File: src/rtl/rail_pkg.sv
// Shared mode and FSM state encodings for the rail switch yard.
package rail_pkg;

   typedef enum logic [1:0] {
      MODE_PASS    = 2'd0,
      MODE_SWAP    = 2'd1,
      MODE_BCAST_A = 2'd2,
      MODE_BCAST_B = 2'd3
   } mode_e;

   typedef enum logic [1:0] {
      ST_RUN    = 2'd0,
      ST_DRAIN  = 2'd1,
      ST_SETTLE = 2'd2
   } state_e;

endpackage

File: src/rtl/rail_out_reg.sv
// One-entry registered output stage; a held beat stays stable until taken.
module rail_out_reg #(
   parameter int WIDTH = 8
) (
   input  logic             clk,
   input  logic             rst_n,
   input  logic             load_i,
   input  logic [WIDTH-1:0] data_i,
   input  logic             ready_i,
   output logic             valid_o,
   output logic [WIDTH-1:0] data_o,
   output logic             can_accept_o
);

   logic             valid_q;
   logic [WIDTH-1:0] data_q;

   always_ff @(posedge clk or negedge rst_n) begin
      if (!rst_n) begin
         valid_q <= 1'b0;
         data_q  <= '0;
      end else if (load_i) begin
         valid_q <= 1'b1;
         data_q  <= data_i;
      end else if (ready_i) begin
         valid_q <= 1'b0;
      end
   end

   assign valid_o      = valid_q;
   assign data_o       = data_q;
   assign can_accept_o = !valid_q || ready_i;

endmodule

File: src/rtl/rail_switch_yard.sv
// Two-lane to two-output switch with drain/settle sequencing on mode changes.
module rail_switch_yard
   import rail_pkg::*;
#(
   parameter int WIDTH  = 8,
   parameter int SETTLE = 3
) (
   input  logic             clk,
   input  logic             rst_n,
   input  logic [WIDTH-1:0] a_data,
   input  logic             a_valid,
   output logic             a_ready,
   input  logic [WIDTH-1:0] b_data,
   input  logic             b_valid,
   output logic             b_ready,
   output logic [WIDTH-1:0] c_data,
   output logic             c_valid,
   input  logic             c_ready,
   output logic [WIDTH-1:0] d_data,
   output logic             d_valid,
   input  logic             d_ready,
   input  logic [1:0]       mode_req,
   input  logic             mode_req_valid,
   output logic             mode_req_ready,
   output logic [1:0]       mode_cur,
   output logic             busy
);

   localparam int unsigned CW = (SETTLE > 1) ? $clog2(SETTLE + 1) : 1;
   localparam logic [CW-1:0] SETTLE_LOAD = CW'(SETTLE);

   state_e          state_q, state_d;
   mode_e           mode_q, mode_d;
   mode_e           pend_q, pend_d;
   logic [CW-1:0]   cnt_q, cnt_d;
   logic            en_q;

   logic             c_acc, d_acc;
   logic             c_load, d_load;
   logic [WIDTH-1:0] c_din, d_din;
   logic             a_rdy_map, b_rdy_map, run, a_fire, b_fire;

   // Readies are held low until the first edge after reset release.
   assign run            = en_q && (state_q == ST_RUN);
   assign a_ready        = run && a_rdy_map;
   assign b_ready        = run && b_rdy_map;
   assign a_fire         = a_valid && a_ready;
   assign b_fire         = b_valid && b_ready;
   assign mode_req_ready = run;
   assign mode_cur       = mode_q;
   assign busy           = (state_q != ST_RUN);

   always_comb begin
      a_rdy_map = 1'b0;
      b_rdy_map = 1'b0;
      c_load    = 1'b0;
      d_load    = 1'b0;
      c_din     = a_data;
      d_din     = b_data;
      case (mode_q)
         MODE_PASS: begin
            a_rdy_map = c_acc;   b_rdy_map = d_acc;
            c_load = a_fire;     c_din = a_data;
            d_load = b_fire;     d_din = b_data;
         end
         MODE_SWAP: begin
            a_rdy_map = d_acc;   b_rdy_map = c_acc;
            c_load = b_fire;     c_din = b_data;
            d_load = a_fire;     d_din = a_data;
         end
         MODE_BCAST_A: begin
            a_rdy_map = c_acc && d_acc;
            c_load = a_fire;     c_din = a_data;
            d_load = a_fire;     d_din = a_data;
         end
         default: begin
            b_rdy_map = c_acc && d_acc;
            c_load = b_fire;     c_din = b_data;
            d_load = b_fire;     d_din = b_data;
         end
      endcase
   end

   rail_out_reg #(.WIDTH(WIDTH)) u_out_c (
      .clk(clk), .rst_n(rst_n), .load_i(c_load), .data_i(c_din),
      .ready_i(c_ready), .valid_o(c_valid), .data_o(c_data), .can_accept_o(c_acc)
   );

   rail_out_reg #(.WIDTH(WIDTH)) u_out_d (
      .clk(clk), .rst_n(rst_n), .load_i(d_load), .data_i(d_din),
      .ready_i(d_ready), .valid_o(d_valid), .data_o(d_data), .can_accept_o(d_acc)
   );

   always_comb begin
      state_d = state_q;
      mode_d  = mode_q;
      pend_d  = pend_q;
      cnt_d   = cnt_q;
      case (state_q)
         ST_RUN: begin
            if (mode_req_valid && mode_req_ready && (mode_e'(mode_req) != mode_q)) begin
               pend_d  = mode_e'(mode_req);
               state_d = ST_DRAIN;
            end
         end
         ST_DRAIN: begin
            if (!c_valid && !d_valid) begin
               mode_d = pend_q;
               if (SETTLE == 0) begin
                  state_d = ST_RUN;
               end else begin
                  state_d = ST_SETTLE;
                  cnt_d   = SETTLE_LOAD;
               end
            end
         end
         ST_SETTLE: begin
            if (cnt_q <= CW'(1)) begin
               state_d = ST_RUN;
               cnt_d   = '0;
            end else begin
               cnt_d = cnt_q - CW'(1);
            end
         end
         default: state_d = ST_RUN;
      endcase
   end

   always_ff @(posedge clk or negedge rst_n) begin
      if (!rst_n) begin
         state_q <= ST_RUN;
         mode_q  <= MODE_PASS;
         pend_q  <= MODE_PASS;
         cnt_q   <= '0;
         en_q    <= 1'b0;
      end else begin
         state_q <= state_d;
         mode_q  <= mode_d;
         pend_q  <= pend_d;
         cnt_q   <= cnt_d;
         en_q    <= 1'b1;
      end
   end

endmodule

File: config.mk
export PLATFORM = sky130hd
export DESIGN_NAME = rail_switch_yard
export DESIGN_NICKNAME = d
export VERILOG_FILES = /design/src/rtl/rail_pkg.sv /design/src/rtl/rail_out_reg.sv /design/src/rtl/rail_switch_yard.sv
export SDC_FILE = /design/constraint.sdc
export NUM_CORES = 1
export LEC_CHECK = 0
export ABC_AREA = 1
export CORE_ASPECT_RATIO = 1.75
export CORE_MARGIN = 1
export CORE_UTILIZATION = 41
export CTS_BUF_LIST = sky130_fd_sc_hd__clkbuf_16
export DETAILED_ROUTE_END_ITERATION = 7
export PLACE_DENSITY_LB_ADDON = 0.3
export SLEW_MARGIN = 20
export SYNTH_ARGS = -nofsm -noshare
export SYNTH_HDL_FRONTEND = slang
export SYNTH_HIERARCHICAL = 1
export SYNTH_SLANG_ARGS = --single-unit
File: constraint.sdc
create_clock -name clk -period 1.67 [get_ports clk]
set_input_delay 0.167 -clock clk [delete_from_list [all_inputs] [get_ports clk]]
set_output_delay 0.167 -clock clk [all_outputs]
set_load 0.05 [all_outputs]
==> results of run 1 <==
kinds of logic after synthesis:
group | count (synthesis) | share of synthesized area, %
other | 1 | 0.256
AOI/OAI and AO/OA | 22 | 7.76
xor gates and xnor gates | 2 | 1.71
buffers and inverters | 27 | 8.53
DFF | 27 | 46.1
adders and majority gates | 4 | 3.41
and+or+nand+nor | 110 | 32.3
registers in the layout (all words and copies together), names as in the netlist:
register         count
u_out_c/data_o       8
pend_q               2
u_out_d/valid_o      1
u_out_c/valid_o      1
cnt_q                2
mode_cur             2
en_q                 1
u_out_d/data_o       8
state_q              2
cells in the mapped netlist:
library cell	instances
xnor2_2	1
o21ai_0	18
xnor2_1	1
o21ai_2	1
a21oi_1	3
nand4_1	4
conb_1	1
ha_1	4
nand3_1	6
nor2_1	6
nand2_4	1
dfrtp_1	27
nor2_2	1
inv_1	20
inv_2	3
and2_1	1
nor2_4	3
buf_2	1
nand2_2	3
nand2_1	85
buf_6	3
worst max-delay path by stage:
stage	startpoint	endpoint	slack, ns
3_3_place_gp	d_ready	u_out_c/data_o[3]	-0.006
2_1_floorplan	mode_cur[0]	u_out_d/data_o[0]	-0.05
5_1_grt	mode_cur[0]	b_ready	-0.08
4_1_cts	mode_cur[1]	a_ready	0.003
3_5_place_dp	d_ready	u_out_c/data_o[6]	-0.06
6_report	mode_cur[0]	b_ready	-0.03
layer usage:
metal / vias up / share of wire (%) / track usage (%)
li1: 715 / - / -
met1: 662 / 39 / 24.1
met2: 45 / 55 / 37.2
met3: 12 / 3.8 / 2.22
met4: 0 / 2.7 / 9.43
met5: - / 0 / 0
stage by stage:
step | TNS (ns) | instance area [µm²] | cells | hold WS [ns] | power [mW]
after floorplan | -0.391 | 1510 | 193 | -0.129 | 3.20
after global placement | -0.00719 | 2030 | 288 | 0.456 | 4.01
after detailed placement | -0.466 | 2030 | 288 | 0.464 | 4.06
after CTS | 0 | 2170 | 296 | 0.290 | 4.76
after global routing | -0.152 | 2220 | 300 | 0.317 | 5.21
final | -0.0318 | 2220 | 300 | 0.269 | 4.85
worst max-delay path, delay by kind of cell (launching register included):
kind	cells	cell delay [ns]
adders and majority gates	1	0.24
AOI/OAI and AO/OA	1	0.16
buffers and inverters	2	0.21
and+or+nand+nor	2	0.19
DFF	1	0.47
power by group through the flow:
stage / combinational (mW) / sequential (mW) / clock [mW]
detailed placement: 2.89 / 1.16 / 0
finish: 3.15 / 1.15 / 0.553
global route: 3.44 / 1.18 / 0.590
global placement: 2.84 / 1.16 / 0
CTS: 3.05 / 1.14 / 0.567
floorplan: 1.41 / 1.80 / 0
final cells by class:
class | count | share of cell area [%]
Multi-Input combinational cell | 139 | 33.0
Sequential cell | 27 | 30.6
Timing Repair Buffer | 62 | 25.6
Inverter | 23 | 4.57
Clock buffer | 3 | 3.38
Tap cell | 45 | 2.54
Clock inverter | 1 | 0.338
timing repair:
item	in CTS	in global routing
pin swaps	0	0
buffers inserted	4	4
resized for setup	8	5
hold buffers	0	0
setup endpoints to repair	10	12
==> run metrics, run 1 <==
outcome=finished, violations left; failing checks=setup timing; initial antenna violation count=0; Synth Instances=193; multi-input logic area=732 µm²; CP Max Fanout=6; # diodes=0; combinational power share=65.0%; Worst-Skew Late Latency=0.26 ns; starting density of the core=43.2%; Final period util=102%; final wirelength=3.57 mm; Synth Register Bits=27; GPL Wtd Cong=about 0.83; most area-consuming cells after synthesis=dfrtp_1 46%, nand2_1 22%, o21ai_0 6.1%; overall die area=3830 µm²; synth-to-layout area growth=51.3%; CTS tree=yes; peak per-stage delay on the critical path=0.47 ns; TritonCTS Buffers=3; all-layer global routing usage=21.0%; VDD IR-drop max=1300 µV; first-pass GRT wire length=5.80 mm; max-slew violation count=0; Startpoint Class=flop; # port buffers=48; Post-Syn Area per Cell=7.60 µm²; IO Count=49; yosys warns=6; clock power share=between 10% and 20%; Net Switching=2.44 mW; layout cell share with drive strength beyond 1=27.5%; register area=678 µm²; Routed Antenna Nets=0; vias in the first global route=1381; worst r2r dst=u_out_c/data_o[6]; CP Cell Sequence=ha_2 -> inv_2 -> a21oi_2 -> nor2_4 -> and2_4 -> buf_12; commonest non-fill, non-tap cell in the layout=nand2_1; largest net degree at the start of global routing=28; Hold WC Path Type=input pin to async pin; Worst setup EP type=output pin; fill count=a little over 300; htree depth=1; Rows=28; Layout Skew=0.00354 ns; cell taking the most area after synthesis=dfrtp_1; Die H=81.1 µm; Initial DRT Pass Iterations=4; maxcap violations=0; clock sink count=27; Final min period=1.70 ns; crit path DAT=around 1.5 ns; CTS max path bufs=2; Yosys top cell area share=46.1%; pwr dens=roughly 2200 nW/µm²; WL per Instance=11.9 µm; Worst Reg-to-Reg Cells=9; drt drc=0; Vias/cell=4.78; Critical Path Slowest Stage Cell=dfrtp_2; CTS root buffer=clkbuf_16; Internal=approximately 2.4 mW; total gr overflow=0; initial DRC count=21; Max Freq=588 MHz; Setup Crit Path Kind=flop to output pin; reg2reg setup slack=0.09 ns; final hold violations=0; Die W=47.2 µm; RSZ-0062 raised after global routing=true; pre-CTS setup slack=-0.0631 ns; net count after synthesis=~220; Util after Layout=65.3%; clock transition at the registers of the reported paths=0.07 ns; worst r2r src=mode_cur[0]; cell area after synthesis=1470 µm²; fin nets=285; highest-count cells in the layout ignoring fill and taps=83 x nand2_1, 33 x buf_4, 26 x clkdlybuf4s50_1, 25 x dfrtp_1, 18 x o21ai_0; setup ws final=-0.0318 ns; Worst EP required=1.50 ns; leakage power=1.16 nW; post-synth cell types=21; Final Setup Violations=1; via count=1434; sw frac=around 50%; post-DP HPWL=2.60 mm; Flop pwr share=23.6%; register area share after synthesis=46.1%; core box area=3400 µm²
Power figures use the tool's default switching activity.
==> run 2, diff against run 1 <==
Settings changed: SLEW_MARGIN 20 to 30.
==> results of run 2 <==
The final DEF is identical to that of run 1; final timing and power are the same.
==> run 3, diff against run 2 <==
Clock period 1.67 ns to 1.45 ns, I/O delays scaled along.
==> run 3 against run 2 <==
Effect of this change:
- the flow still finishes with violations (setup timing)
- wire length up 17%
- first-iteration DRC count up 140%
- combinational power up 36%
- hold slack got worse by 0.013 ns
- sequential power up 16%
- core utilization increased by 7.1 points
- clock-buffer cell count unchanged
- final cell count rose by 6.0%
- sequential cell count did not move
- die area is the same
- largest power group unchanged
==> run metrics, run 3 (synthesized netlist as in run 1, its figures left out) <==
Final Setup Violations=20 (was 1); Layout Skew=0.00253 ns (was 0.00354 ns); maxcap violations=0 (unchanged); failing checks=setup timing (unchanged); clock sink count=27 (unchanged); vias in the first global route=1557 (was 1381); Die W=47.2 µm (unchanged); RSZ-0062 raised after global routing=true (unchanged); Startpoint Class=flop (unchanged); first-pass GRT wire length=6.98 mm (was 5.80 mm); pwr dens=2540 nW/µm² (was 2190 nW/µm²); total power=6.24 mW (was 4.85 mW); CTS root buffer=clkbuf_16 (unchanged); # hold bufs at CTS=0 (unchanged); register area=681 µm² (was 678 µm²); Internal=3.16 mW (was 2.41 mW); # diodes=0 (unchanged); GPL Wtd Cong=0.795 (was 0.831); multi-input logic area=800 µm² (was 732 µm²); synth-to-layout area growth=67.7% (was 51.3%); CTS tree=yes (unchanged); Rows=28 (unchanged); TNS Setup=-2.90 ns (was -0.0318 ns); core box area=3400 µm² (unchanged); worst r2r dst=u_out_c/data_o[3] (was u_out_c/data_o[6]); Flop pwr share=21.3% (was 23.6%); layout cell share with drive strength beyond 1=37.7% (was 27.5%); Worst EP required=1.61 ns (was 1.50 ns); clock power share=10.2% (was 11.4%); via count=1582 (was 1434); Placement Cell Area=2170 µm² (was 2030 µm²); clock transition at the registers of the reported paths=0.07 ns (about the same); Routed Antenna Nets=0 (unchanged); drt drc=0 (unchanged); highest-count cells in the layout ignoring fill and taps=73 x nand2_1, 43 x buf_4, 24 x clkdlybuf4s50_1, 23 x dfrtp_1, 18 x o21ai_0 (was 83 x nand2_1, 33 x buf_4, 26 x clkdlybuf4s50_1, 25 x dfrtp_1, 18 x o21ai_0); leakage power=1.27 nW (was 1.16 nW); post-DP HPWL=2.87 mm (was 2.60 mm); CTS max path bufs=2 (unchanged); all-layer global routing usage=25.6% (was 21.0%); Die H=81.1 µm (unchanged); combinational power share=68.5% (was 65.0%); TritonCTS Buffers=3 (unchanged); setup ws final=-0.210 ns (was -0.0318 ns); commonest non-fill, non-tap cell in the layout=nand2_1 (unchanged); CP endpoint=u_out_c/data_o[3] (was b_ready); Hold WC Path Type=input pin to async pin (unchanged); starting density of the core=43.2% (unchanged); Max Freq=602 MHz; outcome=finished, violations left (unchanged); crit path DAT=1.82 ns (was 1.53 ns); htree depth=1 (unchanged); IO Count=49 (unchanged); fin nets=303 (was 285); reg2reg setup slack=-0.21 ns (was 0.09 ns); Initial DRT Pass Iterations=4 (unchanged); fill count=265 (was 305); Final period util=114%; Setup Crit Path Kind=flop to flop (was flop to output pin); hold slack=0.256 ns (was 0.269 ns); final hold violations=0 (unchanged); initial antenna violation count=0 (unchanged); Final min period=roughly 1.7 ns; Worst setup EP type=flop (was output pin); Worst-Skew Late Latency=0.26 ns (about the same); Net Switching=3.07 mW (was 2.44 mW); WL per Instance=13.1 µm (was 11.9 µm); CP Max Fanout=6 (unchanged); VDD IR-drop max=1510 µV (was 1300 µV); largest net degree at the start of global routing=28 (unchanged); Design Area, Final=2460 µm² (was 2220 µm²); max-slew violation count=0 (unchanged); # port buffers=48 (unchanged); sw frac=49.3% (was 50.3%); Worst Reg-to-Reg Cells=9 (unchanged); pre-CTS setup slack=-0.300 ns (was -0.0631 ns); initial DRC count=51 (was 21); Vias/cell=4.97 (was 4.78); Worst Setup SP=mode_cur[0] (unchanged); overall die area=3830 µm² (unchanged); total gr overflow=0 (unchanged); worst r2r src=mode_cur[0] (unchanged); final wirelength=4.17 mm (was 3.57 mm)
## run 3: cell count changes in the layout (fill, tap and decap cells not counted), moves of 2 or more
cell             change
nand2_2              +9
buf_12               +3
clkdlybuf4s50_1      -2
buf_4               +10
inv_4                +3
dfrtp_1              -2
nand2_1             -10
dfrtp_2              +2
nand2_4              +3
buf_6                +3
## run 3: metrics by stage
stage,utilization [%],instances
6_report,72.3,318
5_1_grt,72.3,318
4_1_cts,71.3,317
3_5_place_dp,63.7,300
3_3_place_gp,63.7,300
2_1_floorplan,-,193
## run 3: critical path, cell delays in order, from the launching register on
cell and delay, ns:
dfrtp_2 0.50, inv_8 0.09, ha_4 0.14, nand3_1 0.08
nand3_2 0.12, nand4_1 0.20, nand2_4 0.19, clkinvlp_4 0.13
nand2_1 0.07, nand2_1 0.04
## run 3: final cells by class
type                    instances  area share, %
well taps                      45           2.29
repair buffers                 76           29.2
multi-input cells             141           32.5
flip-flops and latches         27           27.7
clock buffers                   3           3.05
clock inverters                 1          0.305
inverters                      23           4.43
repair inverters                2          0.560
## run 3: power groups by stage
stage	Clock, mW	Combinational (mW)	Sequential [mW]
final	0.636	4.27	1.33
after global routing	0.675	4.61	1.37
after CTS	0.639	4.13	1.33
after detailed placement	0	3.76	1.31
after global placement	0	3.69	1.31
after floorplan	0	1.64	2.07
## run 3: layer usage
layer | part of all wire, % | routed length [µm] | global-route usage (%)
met1 | 33 | 1390 | 28.7
met2 | 58 | 2410 | 46.5
met3 | 4.1 | 169 | 2.44
met4 | 4.7 | 198 | 10.3
met5 | 0 | 0 | 0
## run 3: worst min-delay path by stage
| stage | from | end | slack (ns) |
|---|---|---|---|
| after floorplan | rst_n | cnt_q[0] | -0.15 |
| after global placement | cnt_q[1] | cnt_q[1] | 0.45 |
| after detailed placement | u_out_c/data_o[0] | u_out_c/data_o[0] | 0.46 |
| after CTS | rst_n | u_out_c/data_o[7] | 0.28 |
| after global routing | rst_n | u_out_d/data_o[4] | 0.32 |
| final | rst_n | u_out_c/data_o[7] | 0.26 |
## run 3: what timing repair did
| action | CTS | global route |
|---|---|---|
| gates cloned | 4 | 0 |
| endpoints found under the hold margin | 0 | 0 |
| resized for setup | 27 | 8 |
| setup buffers | 9 | 1 |
| pin swaps | 10 | 10 |
| endpoints found under the setup margin | 20 | 21 |
